<file path="config.mk">
export PLATFORM = sky130hd
export DESIGN_NAME = dcache_wt_flat
export DESIGN_NICKNAME = d
export VERILOG_FILES = /design/src/rtl/dcache_pkg.sv /design/src/rtl/dcache_if.sv /design/src/rtl/dcache_store_align.sv /design/src/rtl/dcache_wt.sv /design/src/flat_wrapper.sv
export SDC_FILE = /design/constraint.sdc
export NUM_CORES = 2
export LEC_CHECK = 0
export BUFFER_PORTS_ARGS = -buffer_cell sky130_fd_sc_hd__buf_4
export CELL_PAD_IN_SITES_DETAIL_PLACEMENT = 1
export CELL_PAD_IN_SITES_GLOBAL_PLACEMENT = 2
export CORE_MARGIN = 1
export CORE_UTILIZATION = 35
export CTS_CLUSTER_SIZE = 8
export DETAILED_ROUTE_END_ITERATION = 7
export PLACE_DENSITY = 0.67
export SKIP_LAST_GASP = 1
export SYNTH_ARGS = -nofsm -noshare
export SYNTH_HDL_FRONTEND = slang
export SYNTH_SLANG_ARGS = --single-unit
</file>
<file path="constraint.sdc">
create_clock -name clk_i -period 9.75 [get_ports clk_i]
set_clock_uncertainty 0.05 [all_clocks]
set_input_delay 0.975 -clock clk_i [delete_from_list [all_inputs] [get_ports clk_i]]
set_output_delay 0.975 -clock clk_i [all_outputs]
set_load 0.02 [all_outputs]
</file>
<file path="src/rtl/dcache_pkg.sv">
// Shared types and constants for the write-through data cache.
package dcache_pkg;

    typedef enum logic [1:0] {
        IDLE   = 2'd0,
        REFILL = 2'd1,
        RESP   = 2'd2,
        WRITE  = 2'd3
    } state_t;

    localparam logic [2:0] F3_WORD = 3'b010;
    localparam logic [2:0] F3_BYTE = 3'b100;

    localparam int OFF_W = 2;

    // Index width for a power-of-two count, never narrower than one bit.
    function automatic int idx_w(input int n);
        return (n > 1) ? $clog2(n) : 1;
    endfunction

endpackage

</file>
<file path="src/rtl/dcache_if.sv">
// CPU-side and backing-memory-side bundles of the data cache.
interface dcache_cpu_if #(parameter int ADDR_W = 32);
    logic              req_i;
    logic              we_i;
    logic [ADDR_W-1:0] addr_i;
    logic [31:0]       wdata_i;
    logic [2:0]        funct3_i;
    logic [31:0]       rdata_o;
    logic              stall_o;

    modport master (output req_i, we_i, addr_i, wdata_i, funct3_i,
                    input  rdata_o, stall_o);
    modport slave  (input  req_i, we_i, addr_i, wdata_i, funct3_i,
                    output rdata_o, stall_o);
endinterface

interface dcache_mem_if #(parameter int ADDR_W = 32);
    logic              mem_req_o;
    logic              mem_we_o;
    logic [ADDR_W-1:0] mem_addr_o;
    logic [31:0]       mem_wdata_o;
    logic [3:0]        mem_be_o;
    logic              mem_ack_i;
    logic [31:0]       mem_rdata_i;

    modport master (output mem_req_o, mem_we_o, mem_addr_o, mem_wdata_o, mem_be_o,
                    input  mem_ack_i, mem_rdata_i);
    modport slave  (input  mem_req_o, mem_we_o, mem_addr_o, mem_wdata_o, mem_be_o,
                    output mem_ack_i, mem_rdata_i);
endinterface

</file>
<file path="src/rtl/dcache_store_align.sv">
// Byte-enable / lane replication for stores and byte extraction for loads.
module dcache_store_align
    import dcache_pkg::*;
(
    input  logic [2:0]  funct3_i,
    input  logic [1:0]  offset_i,
    input  logic [31:0] wdata_i,
    input  logic [31:0] rword_i,
    output logic [3:0]  be_o,
    output logic [31:0] wlanes_o,
    output logic [31:0] rdata_o
);

    // Anything other than the byte code behaves as a full word access.
    always_comb begin
        be_o     = 4'b1111;
        wlanes_o = wdata_i;
        rdata_o  = rword_i;
        if (funct3_i == F3_BYTE) begin
            be_o     = 4'b0001 << offset_i;
            wlanes_o = {4{wdata_i[7:0]}};
            case (offset_i)
                2'd0:    rdata_o = {24'h000000, rword_i[7:0]};
                2'd1:    rdata_o = {24'h000000, rword_i[15:8]};
                2'd2:    rdata_o = {24'h000000, rword_i[23:16]};
                2'd3:    rdata_o = {24'h000000, rword_i[31:24]};
                default: rdata_o = 32'h00000000;
            endcase
        end else begin
            be_o     = 4'b1111;
            wlanes_o = wdata_i;
            rdata_o  = rword_i;
        end
    end

endmodule

</file>
<file path="src/rtl/dcache_wt.sv">
// Direct-mapped, write-through, no-write-allocate data cache with
// zero-latency load hits and a stalling refill / write-through engine.
module dcache_wt
    import dcache_pkg::*;
#(
    parameter int SETS       = 16,
    parameter int LINE_WORDS = 4,
    parameter int ADDR_W     = 32
) (
    input  logic         clk_i,
    input  logic         rst_ni,
    dcache_cpu_if.slave  cpu,
    dcache_mem_if.master mem
);

    localparam int WI_W  = idx_w(LINE_WORDS);
    localparam int SI_W  = idx_w(SETS);
    localparam int TAG_W = ADDR_W - OFF_W - WI_W - SI_W;
    localparam int DEPTH = SETS * LINE_WORDS;
    localparam logic [WI_W-1:0] LAST_WORD = WI_W'(LINE_WORDS - 1);

    state_t            state_r;
    logic [WI_W-1:0]   cnt_r;
    logic [SETS-1:0]   valid_r;
    logic [TAG_W-1:0]  tag_r [SETS];
    logic [31:0]       data_r [DEPTH];
    logic              mem_req_r;
    logic              mem_we_r;

    logic [WI_W-1:0]   word_s;
    logic [SI_W-1:0]   set_s;
    logic [TAG_W-1:0]  tag_s;
    logic              hit_s;
    logic [31:0]       cache_word_s;
    logic [3:0]        be_s;
    logic [31:0]       lanes_s;
    logic [31:0]       load_s;
    logic              stall_s;
    logic [31:0]       rdata_s;
    logic [ADDR_W-1:0] mem_addr_s;
    logic              refill_ack_s;
    logic              refill_done_s;
    logic              write_ack_s;

    function automatic logic [31:0] merge_word(input logic [31:0] old_word,
                                               input logic [31:0] lanes,
                                               input logic [3:0]  be);
        logic [31:0] res;
        for (int b = 0; b < 4; b++) begin
            res[8*b +: 8] = be[b] ? lanes[8*b +: 8] : old_word[8*b +: 8];
        end
        return res;
    endfunction

    assign word_s        = cpu.addr_i[OFF_W +: WI_W];
    assign set_s         = cpu.addr_i[OFF_W + WI_W +: SI_W];
    assign tag_s         = cpu.addr_i[ADDR_W-1 -: TAG_W];
    assign hit_s         = cpu.req_i & valid_r[set_s] & (tag_r[set_s] == tag_s);
    assign cache_word_s  = data_r[{set_s, word_s}];
    assign refill_ack_s  = (state_r == REFILL) & mem.mem_ack_i;
    assign refill_done_s = refill_ack_s & (cnt_r == LAST_WORD);
    assign write_ack_s   = (state_r == WRITE) & mem.mem_ack_i;

    dcache_store_align u_align (
        .funct3_i (cpu.funct3_i),
        .offset_i (cpu.addr_i[1:0]),
        .wdata_i  (cpu.wdata_i),
        .rword_i  (cache_word_s),
        .be_o     (be_s),
        .wlanes_o (lanes_s),
        .rdata_o  (load_s)
    );

    // CPU-facing stall and load data; hits answer in the request cycle.
    always_comb begin
        stall_s = 1'b0;
        rdata_s = 32'h00000000;
        case (state_r)
            IDLE: begin
                if (cpu.req_i) begin
                    stall_s = cpu.we_i | ~hit_s;
                end else begin
                    stall_s = 1'b0;
                end
                if (hit_s & ~cpu.we_i) begin
                    rdata_s = load_s;
                end else begin
                    rdata_s = 32'h00000000;
                end
            end
            RESP: begin
                stall_s = 1'b0;
                if (hit_s & ~cpu.we_i) begin
                    rdata_s = load_s;
                end else begin
                    rdata_s = 32'h00000000;
                end
            end
            REFILL:  stall_s = 1'b1;
            WRITE:   stall_s = ~mem.mem_ack_i;
            default: stall_s = 1'b0;
        endcase
    end

    // Refill beats walk the line from word 0; writes go to the word-aligned CPU address.
    always_comb begin
        if (state_r == REFILL) begin
            mem_addr_s = {tag_s, set_s, cnt_r, 2'b00};
        end else begin
            mem_addr_s = {cpu.addr_i[ADDR_W-1:OFF_W], 2'b00};
        end
    end

    assign cpu.stall_o     = rst_ni & stall_s;
    assign cpu.rdata_o     = rdata_s;
    assign mem.mem_req_o   = mem_req_r;
    assign mem.mem_we_o    = mem_we_r;
    assign mem.mem_addr_o  = mem_addr_s;
    assign mem.mem_wdata_o = lanes_s;
    assign mem.mem_be_o    = be_s;

    // Control FSM: state, refill counter, valid bits and backing-bus strobes.
    always_ff @(posedge clk_i or negedge rst_ni) begin
        if (!rst_ni) begin
            state_r   <= IDLE;
            cnt_r     <= '0;
            valid_r   <= '0;
            mem_req_r <= 1'b0;
            mem_we_r  <= 1'b0;
        end else begin
            case (state_r)
                IDLE: begin
                    if (cpu.req_i && cpu.we_i) begin
                        state_r   <= WRITE;
                        mem_req_r <= 1'b1;
                        mem_we_r  <= 1'b1;
                    end else if (cpu.req_i && !hit_s) begin
                        // The victim line is invalid until its last beat lands.
                        state_r        <= REFILL;
                        cnt_r          <= '0;
                        valid_r[set_s] <= 1'b0;
                        mem_req_r      <= 1'b1;
                        mem_we_r       <= 1'b0;
                    end
                end
                REFILL: begin
                    if (refill_ack_s) begin
                        cnt_r <= cnt_r + WI_W'(1);
                    end
                    if (refill_done_s) begin
                        valid_r[set_s] <= 1'b1;
                        cnt_r          <= '0;
                        mem_req_r      <= 1'b0;
                        state_r        <= RESP;
                    end
                end
                RESP: state_r <= IDLE;
                WRITE: begin
                    if (write_ack_s) begin
                        mem_req_r <= 1'b0;
                        mem_we_r  <= 1'b0;
                        state_r   <= IDLE;
                    end
                end
                default: begin
                    state_r   <= IDLE;
                    mem_req_r <= 1'b0;
                    mem_we_r  <= 1'b0;
                end
            endcase
        end
    end

    // Tag and data arrays; contents are meaningless until the valid bit is set.
    always_ff @(posedge clk_i) begin
        if (refill_ack_s) begin
            data_r[{set_s, cnt_r}] <= mem.mem_rdata_i;
        end else if (write_ack_s && hit_s) begin
            data_r[{set_s, word_s}] <= merge_word(cache_word_s, lanes_s, be_s);
        end
        if (refill_done_s) begin
            tag_r[set_s] <= tag_s;
        end
    end

endmodule

</file>
<file path="src/flat_wrapper.sv">
// flat-port wrapper written by rule: the top's interface ports become plain ports
module dcache_wt_flat import dcache_pkg::*;
#(
    parameter int SETS       = 16,
    parameter int LINE_WORDS = 4,
    parameter int ADDR_W     = 32
)
  (clk_i, rst_ni, cpu_req_i, cpu_we_i, cpu_addr_i, cpu_wdata_i, cpu_funct3_i, cpu_rdata_o, cpu_stall_o, mem_mem_req_o, mem_mem_we_o, mem_mem_addr_o, mem_mem_wdata_o, mem_mem_be_o, mem_mem_ack_i, mem_mem_rdata_i);
  dcache_cpu_if #(.ADDR_W(ADDR_W)) cpu_i ();
  dcache_mem_if #(.ADDR_W(ADDR_W)) mem_i ();
  input  logic clk_i;
  input  logic rst_ni;
  input wire logic [$bits(cpu_i.req_i)-1:0] cpu_req_i;
  input wire logic [$bits(cpu_i.we_i)-1:0] cpu_we_i;
  input wire logic [$bits(cpu_i.addr_i)-1:0] cpu_addr_i;
  input wire logic [$bits(cpu_i.wdata_i)-1:0] cpu_wdata_i;
  input wire logic [$bits(cpu_i.funct3_i)-1:0] cpu_funct3_i;
  output wire logic [$bits(cpu_i.rdata_o)-1:0] cpu_rdata_o;
  output wire logic [$bits(cpu_i.stall_o)-1:0] cpu_stall_o;
  output wire logic [$bits(mem_i.mem_req_o)-1:0] mem_mem_req_o;
  output wire logic [$bits(mem_i.mem_we_o)-1:0] mem_mem_we_o;
  output wire logic [$bits(mem_i.mem_addr_o)-1:0] mem_mem_addr_o;
  output wire logic [$bits(mem_i.mem_wdata_o)-1:0] mem_mem_wdata_o;
  output wire logic [$bits(mem_i.mem_be_o)-1:0] mem_mem_be_o;
  input wire logic [$bits(mem_i.mem_ack_i)-1:0] mem_mem_ack_i;
  input wire logic [$bits(mem_i.mem_rdata_i)-1:0] mem_mem_rdata_i;
  assign cpu_i.req_i = cpu_req_i;
  assign cpu_i.we_i = cpu_we_i;
  assign cpu_i.addr_i = cpu_addr_i;
  assign cpu_i.wdata_i = cpu_wdata_i;
  assign cpu_i.funct3_i = cpu_funct3_i;
  assign cpu_rdata_o = cpu_i.rdata_o;
  assign cpu_stall_o = cpu_i.stall_o;
  assign mem_mem_req_o = mem_i.mem_req_o;
  assign mem_mem_we_o = mem_i.mem_we_o;
  assign mem_mem_addr_o = mem_i.mem_addr_o;
  assign mem_mem_wdata_o = mem_i.mem_wdata_o;
  assign mem_mem_be_o = mem_i.mem_be_o;
  assign mem_i.mem_ack_i = mem_mem_ack_i;
  assign mem_i.mem_rdata_i = mem_mem_rdata_i;
  dcache_wt #(.SETS(SETS), .LINE_WORDS(LINE_WORDS), .ADDR_W(ADDR_W)) u_core (.clk_i(clk_i), .rst_ni(rst_ni), .cpu(cpu_i), .mem(mem_i));
endmodule
</file>
== Yosys cells after proc, flatten, opt, wreduce, memory -nomap -nowiden ==
Memory sizes are Yosys's and may differ from the RTL's.
Cells that the tools add are included.
Word-level totals
  memories: 2
  input bits: 104
  RAM bits: 2432
  word-level logic and storage cells: 106
  flip-flop bits (word level): 22
  output and inout port bits: 103
Operators by class
  reductions and logical operators: 17
  mux-type cells: 49
  $lt $le $gt $ge: 2
  equality and inequality tests: 15
  $add $sub $neg: 1
  shift-type cells: 1
  bitwise operators: 14
Memory list
  u_core.data_r: words 64, width 32, rd ports 1, clocked after Yosys merged registers in 0, wr ports 1, RTL line dcache_wt.sv:26  | logic [31:0] data_r [DEPTH];
  u_core.tag_r: words 16, width 24, rd ports 1, clocked after Yosys merged registers in 0, wr ports 1, RTL line dcache_wt.sv:25  | logic [TAG_W-1:0] tag_r [SETS];
Operator list (count)
  two-way mux 32 bit: 5
  one-hot mux 32 bit (4 select lines): 1
  two-way mux 16 bit: 3
  two-way mux 8 bit: 4
  one-hot mux 16 bit (2 select lines): 1
  OR reduction 32 bit: 1
  equality test 24 bit: 1
  two-way mux 1 bit: 17
  bitwise AND 16 bit: 1
  two-way mux 2 bit: 8
  NOT 16 bit: 1
  OR 16 bit: 1
  AND reduction 4 bit: 3
  equality test 2 bit, second input constant: 5
  two-way mux 4 bit: 2
  one-hot mux 2 bit (4 select lines): 1
  bitwise AND 1 bit: 7
  two-way mux 6 bit: 1
  != test 2 x 1 -> 1 bit, second input constant: 3
  != test 3 x 1 -> 1 bit, second input constant: 2
  AND reduction 3 bit: 2
  < comparator 4 x 5 -> 1 bit, second input constant: 1
  binary-select mux 1 bit (select 4 bit): 1
  demux 1 bit (select 4 bit): 1
  other kinds (18): 26

== Depth between registers and ports, before layout ==
  depth after elaboration: 10
  gate-level depth with buffers: 15
  depth with buffers taken out: 9

== By module ==
From an unflattened synthesis, not the netlist that was laid out.
Second synthesis, totals
  cell total of the unflattened synthesis: 4358
  area total of the unflattened synthesis: 96628.9 um^2
Modules (own cells, without submodules)
  dcache_wt: cells an instance 4241, sequential area each 73580.6 um^2, instances 1, area each 95808.1 um^2
  dcache_store_align: cells an instance 117, sequential area each 0.0 um^2, instances 1, area each 820.8 um^2

== Worst setup path after synthesis ==
Ideal clock, no wire load.
  path type: input to register
  start point: in cpu_addr_i[5]
  end point: mem u_core.data_r[0][11], data pin
  stages on the path: 12
  required time: 9137 ps
  slack: 3721 ps
  setup time: 563 ps
  path buffers: 4
  data arrival time: 5416 ps
  cell sequence: buf_4 -> buf_4 -> buf_6 -> mux4_2 -> and2_1 -> o31ai_1 -> nand3b_1 -> nor4_2 -> nand4_2 -> nor4_4 -> buf_2 -> mux2i_1
On the way
  cells in the longest elaborated chain, start to end: 10
  elaborated cells on any way between the ends: 14
  classes of those cells: eq/ne: 1; mux: 7; bitwise: 2; reduce/logical: 2; memory: 2
Ends and longest elaborated chain
  from (decl): RTL line flat_wrapper.sv:15  | input wire logic [$bits(cpu_i.addr_i)-1:0] cpu_addr_i;
  parallel branches: the longest is 9 deep, another holds memory read (16 x 24 bit)
  two-way mux 32 bit (no line) (*)
  to (decl): RTL line dcache_wt.sv:26
Mark *: on every way between the ends. The select of a mux whose other input is x is not followed.

== Final worst setup path ==
  start point: in cpu_addr_i[5]
  end point: out cpu_rdata_o[8]
On the way
  cells in the longest elaborated chain, start to end: 7
  elaborated cells on any way between the ends: 11
  classes of those cells: eq/ne: 1; mux: 5; bitwise: 3; memory: 2
Ends and longest elaborated chain
  parallel branches: the longest is 5 deep, another holds memory read (16 x 24 bit)
  two-way mux 32 bit (*): RTL line dcache_wt.sv:85, dcache_wt.sv:93
  two-way mux 32 bit (*)
  to (decl): RTL line flat_wrapper.sv:18  | output wire logic [$bits(cpu_i.rdata_o)-1:0] cpu_rdata_o;
Marked as above.

==> results.json <==
{
  "endpoint_kind": "output port",
  "synth_cell_type_count": 78,
  "maxCapViolCount": 0,
  "fillCellCount": 25200,
  "path_class": "primary input to output port",
  "drc_errors": 0,
  "layout.nets": 4971,
  "synth_cells": 4395,
  "die_h_um": 526,
  "synth.most_common_cell": "edfxtp_1",
  "fin_tns_setup_ns": 0,
  "tightest_slew_ns": 1.35,
  "seqCellArea_um2": 73600,
  "yosys_most_used_dff": "edfxtp_1",
  "wl_per_cell_um": 37.5,
  "slew_headroom_pct": 9.98,
  "timing.fmax_ghz": 0.135,
  "num_vias": 50800,
  "core_area_um2": 272000,
  "htree_levels": 5,
  "clock_path_buffers": 4,
  "cts_tree": "built",
  "grt_usage_pct": 22.8,
  "holdCritPathClass": "primary input to register",
  "syn_to_final_growth_pct": 17.0,
  "synth_area_leaders": "edfxtp_1 76%, mux4_2 15%, mux2i_1 1.5%",
  "worst_ep_arrival_time_ns": 6.41,
  "drtIter0Drc": 6890,
  "routed_wl_um": 319000,
  "required_ns": 8.73,
  "busiest_layer": "met2",
  "grt_pass1_wl_um": 434000,
  "drive_gt1_share_pct": 32.3,
  "ant_nets": 0,
  "clkTransAtPathRegs_ns": 0.05,
  "fin_crit_ns": 7.43,
  "dp_hpwl_um": 184000,
  "grt_max_degree": 112,
  "grtUsageMet2_pct": 36.4,
  "cellPowerDensity_nw_per_um2": 215,
  "utilization_pct": 41.3,
  "synth-seq-cells": 2454,
  "r2r_slack_ns": 4.23,
  "yosys_warnings": 0,
  "antenna_found_initial": 28,
  "p_total_mw": 24.2,
  "yosys-top-cells-count": "2,432 x edfxtp_1, 623 x mux4_2, 147 x mux2i_1, 139 x nor2_1, 112 x clkbuf_1",
  "pin_count": 207,
  "yosysSeqAreaShare_pct": 76.6,
  "place_congestion": 0.799,
  "grtUsageMet1_pct": 30.8,
  "setup_viol": 0,
  "period_share_pct": 76.2,
  "netlist.area_leader.share_pct": 76.1,
  "place.port_buffers": 204,
  "crit_fanout": 66,
  "slew_viol_final": 0,
  "multi_input_area_um2": 21800,
  "grt_pass1_vias": 51700,
  "synth_area_per_cell_um2": 21.8,
  "rows": 191,
  "synth_top_area_cell": "edfxtp_1",
  "p_leak_nw": 35.4,
  "rsz0062_at_grt": "false",
  "hold_viol_final": 0,
  "initial_core_util_pct": 35.3,
  "status": "finished, final reports clean",
  "clock-root-buffer": "clkbuf_16",
  "cts_buffers": 357,
  "syn_area_um2": 96000,
  "via_per_inst": 5.99,
  "grt.met3_usage_pct": 4.62,
  "dieArea_um2": 276000,
  "dieWidth_um": 526,
  "whs_ns": 0.351,
  "clock_latency_ns": 0.95,
  "vdd_drop_max_mv": 0.139,
  "synth_edf_count": 2432,
  "synthArstFlopShare_pct": 0.896,
  "startpoint_type": "primary input",
  "drt-pass1-iter-count": 6,
  "cts.sinks": 2454,
  "grt_overflow": 0,
  "post-cts-setup-buffers": 0
}
==> worst max-delay path: stages <==
cell	delay, ns
buf_8	0.26
buf_4	0.41
nor2b_1	1.07
a22oi_1	0.24
a32oi_1	0.31
a31oi_1	0.11
or2_2	0.31
a211o_1	0.35
or4_1	0.77
or3_2	0.78
buf_4	0.38
nor2_2	0.15
buf_4	0.16
==> worst paths after layout <==
| kind | start | endpoint | cells after the start |
|---|---|---|---|
| max in group asynchronous | rst_ni | u_core.mem.mem_we_o$_DFFE_PN0P_ | 2 |
| max | cpu_addr_i[5] | cpu_rdata_o[8] | 13 |
| max reg2reg | u_core.tag_r[0][21]$_DFFE_PP_ | u_core.data_r[23][2]$_DFFE_PP_ | 9 |
| min in group asynchronous | rst_ni | asynchronous set/reset pin | 2 |
| min | cpu_addr_i[26] | u_core.tag_r[15][18]$_DFFE_PP_ | 1 |
| min reg2reg | register | register | 1 |
==> kinds of logic after synthesis <==
family / count (synthesis) / synth area share (%)
adders and majority gates: 1 / 0.0130
and+or+nand+nor: 396 / 1.93
buffers and inverters: 293 / 1.47
xor gates and xnor gates: 21 / 0.192
DFF: 2454 / 76.6
muxes: 835 / 16.9
other: 1 / 0.00391
AOI/OAI and AO/OA: 394 / 2.84
==> sequential cells by signal, indices dropped and copies added (netlist names), named ones only <==
name	cells
u_core.data_r	2048
u_core.state_r	2
u_core.tag_r	384
u_core.mem.mem_we_o	1
u_core.cnt_r	2
u_core.mem.mem_req_o	1
==> report_power, final <==
part | switching (mW) | total [mW] | internal [mW]
clock | 4.24 | 10.8 | 6.52
sequential | 0.0632 | 11.8 | 11.8
combinational | 1.06 | 1.58 | 0.518
total | 5.36 | 24.2 | 18.8
==> layout by cell type, fill, tap and decap left out, drive strengths merged, types with 28 or more instances in the layout <==
| master | count |
|---|---|
| a21oi | 42 |
| a22oi | 96 |
| buf | 379 |
| clkbuf | 393 |
| edfxtp | 2432 |
| mux2 | 65 |
| mux2i | 147 |
| mux4 | 623 |
| nand2 | 110 |
| nor2 | 154 |
| o21ai | 77 |
| o22ai | 28 |
==> routing by layer <==
metal | vias to the layer above | part of all wire (%)
met4 | 10 | 4.1
met3 | 543 | 8.3
met1 | 28200 | 40
li1 | 19400 | -
met5 | - | 0.020
met2 | 2650 | 47
==> stage by stage <==
stage | cell area, µm² | instances | worst slack [ns]
final | 112000 | 8488 | 2.32
after global placement | 103000 | 8076 | 2.49
after global routing | 112000 | 8481 | 2.07
after CTS | 112000 | 8480 | 2.39
after detailed placement | 103000 | 8076 | 2.36
after floorplan | 96000 | 4396 | 3.72
==> what timing repair did <==
| action | CTS | global route |
|---|---|---|
| hold buffers | 1 | 0 |
| gates resized for setup | 0 | 0 |
| endpoints found under the hold margin | 22 | 0 |
==> layout make-up <==
type	count	area share (%)
flip-flops and latches	2454	65.5
clock inverters	10	0.133
well taps	3570	3.98
diodes	8	0.0178
repair buffers	380	2.68
inverters	24	0.0824
clock buffers	393	8.15
multi-input cells	1649	19.4
Power figures use the tool's default switching activity.
